$ cat config.mk
export PLATFORM = sky130hd
export DESIGN_NAME = regfile_read_unit
export DESIGN_NICKNAME = d
export VERILOG_FILES = /design/src/rtl/regfile_read_unit_pkg.sv /design/src/rtl/regfile_read_unit_sb_counter.sv /design/src/rtl/regfile_read_unit.sv
export SDC_FILE = /design/constraint.sdc
export NUM_CORES = 2
export LEC_CHECK = 0
export ABC_CLOCK_PERIOD_IN_PS = 7200
export BUFFER_PORTS_ARGS = -buffer_cell sky130_fd_sc_hd__buf_2
export CORE_MARGIN = 1.5
export CORE_UTILIZATION = 45
export CTS_BUF_LIST = sky130_fd_sc_hd__clkbuf_2 sky130_fd_sc_hd__clkbuf_4 sky130_fd_sc_hd__clkbuf_8
export DETAILED_ROUTE_END_ITERATION = 6
export GPL_TIMING_DRIVEN = 0
export SLEW_MARGIN = 10
export SYNTH_ARGS = -nofsm -noshare
export SYNTH_HDL_FRONTEND = slang
export SYNTH_SLANG_ARGS = --single-unit
$ cat constraint.sdc
create_clock -name clk -period 7.2 [get_ports clk]
set_input_delay 1.44 -clock clk [delete_from_list [all_inputs] [get_ports clk]]
set_output_delay 1.44 -clock clk [all_outputs]
set_load 0.005 [all_outputs]
$ cat src/rtl/regfile_read_unit_pkg.sv
// Shared definitions for the register-file read unit: datapath widths,
// the x0 index and the write-back source select encoding.
package regfile_read_unit_pkg;

    localparam int XLEN       = 32;
    localparam int NREG       = 32;
    localparam int REG_ADDR_W = $clog2(NREG);
    localparam int X0_IDX     = 0;
    localparam int CNT_W      = 2;

    // Write-back select encoding used by the WB mux that feeds wb_data.
    typedef enum logic [1:0] {
        FROM_ALU = 2'd0,
        FROM_MEM = 2'd1,
        FROM_IMM = 2'd2,
        FROM_PC  = 2'd3
    } wb_sel_e;

    typedef logic [REG_ADDR_W-1:0] reg_addr_t;

endpackage

$ cat src/rtl/regfile_read_unit_sb_counter.sv
// Per-register pending-write counter. Applies the net of one issue increment
// and up to two decrements (WB retire, EX squash) each cycle, saturating at
// both ends and flagging over/underflow on the cycle the bad update occurs.
module sb_counter #(
    parameter int CNT_W = regfile_read_unit_pkg::CNT_W
) (
    input  logic             clk,
    input  logic             rst,
    input  logic             inc,
    input  logic             dec_wb,
    input  logic             dec_sq,
    output logic [CNT_W-1:0] cnt,
    output logic             ovf,
    output logic             udf
);
    import regfile_read_unit_pkg::*;

    // Two extra bits: one for the sign, one for headroom above the max count.
    localparam logic signed [CNT_W+1:0] MAX_S = $signed({2'b00, {CNT_W{1'b1}}});

    logic signed [CNT_W+1:0] sum;

    // Clamp a signed candidate count into [0, 2^CNT_W-1].
    function automatic logic [CNT_W-1:0] sat_cnt(input logic signed [CNT_W+1:0] v);
        if (v[CNT_W+1])
            return '0;
        else if (v > MAX_S)
            return '1;
        else
            return v[CNT_W-1:0];
    endfunction

    // Net update of this cycle's events; all three may land on the same register.
    always_comb begin
        sum = $signed({2'b00, cnt})
            + $signed({{(CNT_W+1){1'b0}}, inc})
            - $signed({{(CNT_W+1){1'b0}}, dec_wb})
            - $signed({{(CNT_W+1){1'b0}}, dec_sq});
        udf = sum[CNT_W+1];
        ovf = !sum[CNT_W+1] && (sum > MAX_S);
    end

    // Counter state; reset drops every in-flight producer.
    always_ff @(posedge clk) begin
        if (rst)
            cnt <= '0;
        else
            cnt <= sat_cnt(sum);
    end

endmodule

$ cat src/rtl/regfile_read_unit.sv
// ID-stage register file: 32 x XLEN storage written by WB, two combinational
// read ports with same-cycle WB bypass, and a pending-write scoreboard that
// stalls ID while a source operand's producer is still in flight.
module regfile_read_unit #(
    parameter int XLEN  = regfile_read_unit_pkg::XLEN,
    parameter int NREG  = regfile_read_unit_pkg::NREG,
    parameter int CNT_W = regfile_read_unit_pkg::CNT_W
) (
    input  logic                    clk,
    input  logic                    rst,
    input  logic [$clog2(NREG)-1:0] rs1_addr,
    input  logic [$clog2(NREG)-1:0] rs2_addr,
    input  logic                    rs1_used,
    input  logic                    rs2_used,
    output logic [XLEN-1:0]         rs1_data,
    output logic [XLEN-1:0]         rs2_data,
    output logic                    stall,
    input  logic                    issue_valid,
    input  logic [$clog2(NREG)-1:0] issue_rd,
    input  logic                    issue_wen,
    input  logic                    squash_valid,
    input  logic [$clog2(NREG)-1:0] squash_rd,
    input  logic                    squash_wen,
    input  logic                    wb_en,
    input  logic [$clog2(NREG)-1:0] wb_addr,
    input  logic [XLEN-1:0]         wb_data,
    output logic                    sb_err
);
    import regfile_read_unit_pkg::*;

    localparam int AW = $clog2(NREG);
    localparam logic [AW-1:0] X0 = AW'(X0_IDX);

    logic [XLEN-1:0]  regs [NREG];
    logic [CNT_W-1:0] cnt  [NREG];
    logic [NREG-1:0]  ovf;
    logic [NREG-1:0]  udf;

    logic wb_hit1;
    logic wb_hit2;
    logic busy1;
    logic busy2;

    // One scoreboard counter per architectural register; x0 never pends.
    for (genvar r = 0; r < NREG; r++) begin : g_sb
        if (r == X0_IDX) begin : g_x0
            assign cnt[r] = '0;
            assign ovf[r] = 1'b0;
            assign udf[r] = 1'b0;
        end else begin : g_reg
            logic inc;
            logic dec_wb;
            logic dec_sq;
            assign inc    = issue_valid && !stall && issue_wen && (issue_rd == AW'(r));
            assign dec_wb = wb_en && (wb_addr == AW'(r));
            assign dec_sq = squash_valid && squash_wen && (squash_rd == AW'(r));
            sb_counter #(.CNT_W(CNT_W)) u_cnt (
                .clk    (clk),
                .rst    (rst),
                .inc    (inc),
                .dec_wb (dec_wb),
                .dec_sq (dec_sq),
                .cnt    (cnt[r]),
                .ovf    (ovf[r]),
                .udf    (udf[r])
            );
        end
    end

    // Register storage: single WB write port, x0 writes discarded.
    always_ff @(posedge clk) begin
        if (rst) begin
            for (int i = 0; i < NREG; i++)
                regs[i] <= '0;
        end else if (wb_en && (wb_addr != X0)) begin
            regs[wb_addr] <= wb_data;
        end
    end

    // Read ports: x0 reads zero, a same-cycle WB to the source wins over the array.
    always_comb begin
        wb_hit1  = wb_en && (wb_addr == rs1_addr);
        wb_hit2  = wb_en && (wb_addr == rs2_addr);
        rs1_data = '0;
        rs2_data = '0;
        if (!rst && (rs1_addr != X0))
            rs1_data = wb_hit1 ? wb_data : regs[rs1_addr];
        if (!rst && (rs2_addr != X0))
            rs2_data = wb_hit2 ? wb_data : regs[rs2_addr];
    end

    // Hazard detect: a WB retiring the last pending producer releases the
    // source this cycle, since the bypass already supplies its data.
    always_comb begin
        busy1 = (rs1_addr != X0) && (cnt[rs1_addr] > {{(CNT_W-1){1'b0}}, wb_hit1});
        busy2 = (rs2_addr != X0) && (cnt[rs2_addr] > {{(CNT_W-1){1'b0}}, wb_hit2});
        stall = !rst && ((rs1_used && busy1) || (rs2_used && busy2));
    end

    // Sticky scoreboard error: any counter that over- or underflowed.
    always_ff @(posedge clk) begin
        if (rst)
            sb_err <= 1'b0;
        else if ((|ovf) || (|udf))
            sb_err <= 1'b1;
    end

endmodule

==> summary.md <==
| Metric | Value |
|---|---|
| Mux share of post-synthesis cell area | 0.212 |
| Final setup viols | 10 |
| Final hold slack | around 0.8 ns |
| Max Root-Sink Buffers | 3 |
| Period utilisation layout | 1.05 |
| Drt via density | between 7 and 8 |
| Crit end category | output port |
| Met1 Resource Use GR | 0.544 |
| Fmax | approximately 130 MHz |
| Reg2reg start | g_sb[17].g_reg.u_cnt.cnt[0] |
| DRC | 6 |
| Crit-path cells | buf_2 > clkbuf_1 > and2_1 > clkbuf_1 > nand2_1 > clkbuf_1 > o22ai_1 > nor4_1 > a22o_1 > buf_2 |
| Post-Layout Cell Count | 6862 |
| Synthesis Warnings | 0 |
| First-pass GRT wire length | 398000 microns |
| Postcts setup bufs | 0 |
| Starting Density | 0.455 |
| Post-synth EDFFs | between 1000 and 1500 |
| Largest family of logic cells by synthesized area | multiplexers |
| Final ANT Viol Nets | 0 |
| Post-Synth Adder-Cell Area | 0.0292 |
| Synth Area in Compound Gates | 0.0485 |
| Commonest cells after routing, fill and taps aside | edfxtp_1 (1024), and2_1 (1002), mux4_2 (526) |
| Area fraction of the dominant cell type after synthesis | 0.497 |
| Met3 usage | 0.214 |
| VDD IR max | approximately 0.15 mV |
| CP startpoint kind | input pin |
| Worst stage delay on the critical path | between 1 and 1.5 ns |
| Setup ws final | -0.343 ns |
| Clock-pin slew on the worst setup and hold paths | around 0.060 ns |
| WP depth | 10 |
| Remaining Overflow, GRT | 0 |
| RSZ-0062 raised after global routing | yes |
| Primary FF master, synth | edfxtp_1 |
| Final Hold Viols | 0 |
| CP Max Fanout | 10 |
| Cell area power density | 225 nW/um^2 |
| TritonCTS clock tree | built |
| Simple-Gate Fraction of Synth Area | 0.151 |
| Worst r2r path cells | 17 |
| DRT iter0 DRCs | 8792 |
| Post-synthesis xor/xnor area fraction | 0.00368 |
| Class of the worst hold path | flop to flop |
| DRT Wirelength | a little over 300000 microns |
| Clk_skew | between 0.03 and 0.04 ns |
| Hold-fix buffers, CTS | 0 |
| CTS buffer count | 187 |
| Mapped Cells | ~4500 |
| Top delay family on crit path | simple AND/OR/NAND/NOR gates |
| Worst Hold Depth | 2 |
| Critical path type | input pin to output port |
| Port Buffer Count | 121 |
| Initial antenna violation count | 28 |
| Core Area | 136000 sq um |
| HP Start | g_sb[26].g_reg.u_cnt.cnt[1] |
| Placed cells | roughly 6500 |
| Reg-to-reg slack, setup | 1.18 ns |
| CP Buf/Inv Count | 5 |
| Met2 Resource Use GR | 0.590 |
| Average size of a mapped cell | 13.7 sq um |
| Static Leakage | between 0.02 and 0.03 uW |
| Clk sink count | between 1000 and 1500 |
| Synth Cell Area | a little over 60000 sq um |
| Slowest-stage cell, CP | nor4_1 |
| Final non-filler cell area | roughly 71000 sq um |
| Status | finished, violations left |
| Most used cell, CP | clkbuf_1 |
| Die area | ~140000 sq um |
| Synth cell types | 67 |
| Layout area overhead | 14.1% |
| Failing checks | DRC, capacitance limit, slew limit, setup timing |
| GR peak layer | met2 |
| Crit path arrival time | between 6 and 7 ns |
| Final Slew Violations | 22 |
| Chip height | 374 microns |
| Share of cells above drive strength 1 | 0.244 |
| Wire per inst | ~44 microns |
| #FFs+latches synth | ~1100 |
| DP Wirelength | between 200000 and 250000 microns |
| Largest net degree at the start of global routing | 33 |
| IO Count | ~130 |
| Site Rows | between 100 and 150 |
| Clk_lat worst skew | between 0.9 and 1 ns |
| H-tree Lvls | 4 |
| Total track usage | 0.430 |
| Die X | 374 microns |
| Via Count | between 40000 and 50000 |
| TritonRoute pass-1 iters | 7 |
| Worst slack at placement | -2.23 ns |
| Worst R2R End | sb_err |
| Placer congestion estimate | approximately 1.1 |
| Max-Cap Viols | 3 |
| Worst-Margin Slew | between 1.5 and 2 ns |
| Sequential fraction of the synthesis area | 0.517 |
| Req. time, crit path | about 5.8 ns |
| Area contributors post-synth | edfxtp_1 (50%), mux4_2 (19%), and2_1 (10%), dfxtp_1 (2.0%), ha_1 (1.9%) |
| Post-synth ARST share | 0 |
| Clock root cell | clkbuf_8 |
| Nets | around 5000 |
| Top cell type by total area after synthesis | edfxtp_1 |
| Most common cell after layout, fill and taps aside | edfxtp_1 |
| Final Critical Period | 7.54 ns |
| Post-DP Area | 66500 sq um |
| Hold EP | g_sb[26].g_reg.u_cnt.cnt[1] |
| Vias in the first global route | around 44000 |
| Relative slew slack | -0.0236 |
## final cells by class
type | count | area, sq um
Buffer | 435 | 2000
Timing Repair Buffer | 177 | 1960
Sequential cell | 1087 | 32000
Inverter | 108 | 407
Tap cell | 1781 | 2230
Antenna cell | 22 | 55.1
Clock inverter | 95 | 672
Clock buffer | 249 | 3080
Fill cell | 11600 | 65400
Multi-Input combinational cell | 2908 | 28200
## how the worst max path moves through the flow
stage | start | slack [ns] | end
final | rs2_addr[3] | -0.34 | rs2_data[23]
after global routing | rs1_addr[1] | -0.21 | sb_err
after CTS | rs1_addr[1] | 0.01 | sb_err
after detailed placement | rs1_addr[3] | -2.23 | sb_err
after global placement | rst | -3.16 | regs[15][30]
after floorplan | rs1_addr[2] | 0.79 | sb_err
## flip-flops by register name (all words and copies together) (netlist names)
signal and flops:
regs 1024, sb_err 1, g_sb.g_reg.u_cnt.cnt 62
## stage by stage
step	util	TNS (ns)	total power [uW]
after floorplan	-	0	8710
after global placement	0.477	-1659.99	9850
after detailed placement	0.489	-62.92	9930
after CTS	0.518	0	15700
after global routing	0.519	-0.212	16100
final	0.519	-1.49	15900
## what timing repair did
item,in CTS,in global routing
pin swaps,2,2
gates cloned,0,0
setup endpoints to repair,26,10
gates resized for setup,35,18
## cell usage after synthesis (12+ instances only)
| master | count |
|---|---|
| clkbuf_1 | 303 |
| dfxtp_1 | 63 |
| a22oi_1 | 61 |
| a22o_1 | 26 |
| buf_2 | 75 |
| or2_2 | 12 |
| mux4_2 | 526 |
| edfxtp_1 | 1024 |
| xor2_1 | 16 |
| inv_1 | 105 |
| o22ai_1 | 111 |
| buf_1 | 12 |
| or3_1 | 33 |
| o21ai_0 | 98 |
| fa_1 | 31 |
| and2_1 | 1002 |
| buf_4 | 35 |
| o32ai_1 | 12 |
| nand2b_1 | 23 |
| a21oi_1 | 47 |
| mux2i_1 | 115 |
| nor2b_1 | 36 |
| nand2_1 | 133 |
| o221ai_1 | 18 |
| nand3_1 | 30 |
| nor2_1 | 165 |
| a311oi_1 | 12 |
| nor3_1 | 88 |
| nor4_1 | 55 |
| ha_1 | 95 |
## worst register-to-register path, cell delays in order, from the launching register on
cell	delay [ns]
dfxtp_1	0.38
mux4_2	0.48
mux4_2	0.48
mux2i_1	0.22
ha_1	0.21
nor2_1	0.06
a311o_1	0.32
o32ai_1	0.26
o22ai_2	0.25
clkbuf_1	0.28
nor4_1	0.64
ha_1	0.27
ha_1	0.22
nor3_1	0.11
nor4_1	0.55
o21ai_0	0.44
nor4_1	0.52
a41oi_1	0.17
## power by group
part           leakage, uW  total [uW]  switching [uW]  internal, uW
Combinational       0.0130        2520            1650           873
Sequential          0.0103        7480             219          7260
Clock              0.00196        5930            2880          3040
## routing by layer
metal | wire (microns) | part of all wire
met5 | 379 | 0.0012
met4 | 21500 | 0.071
met3 | 51100 | 0.17
met2 | 124000 | 0.41
met1 | 108000 | 0.35
## cells by family after synthesis
group	after synthesis
AND/OR/NAND/NOR	1624
multiplexers	652
other	1
AO/OA/AOI/OAI	448
XOR/XNOR	26
adder cells (fa/ha/maj)	126
buffers and inverters	544
flip-flops	1087
Power figures use the tool's default switching activity.
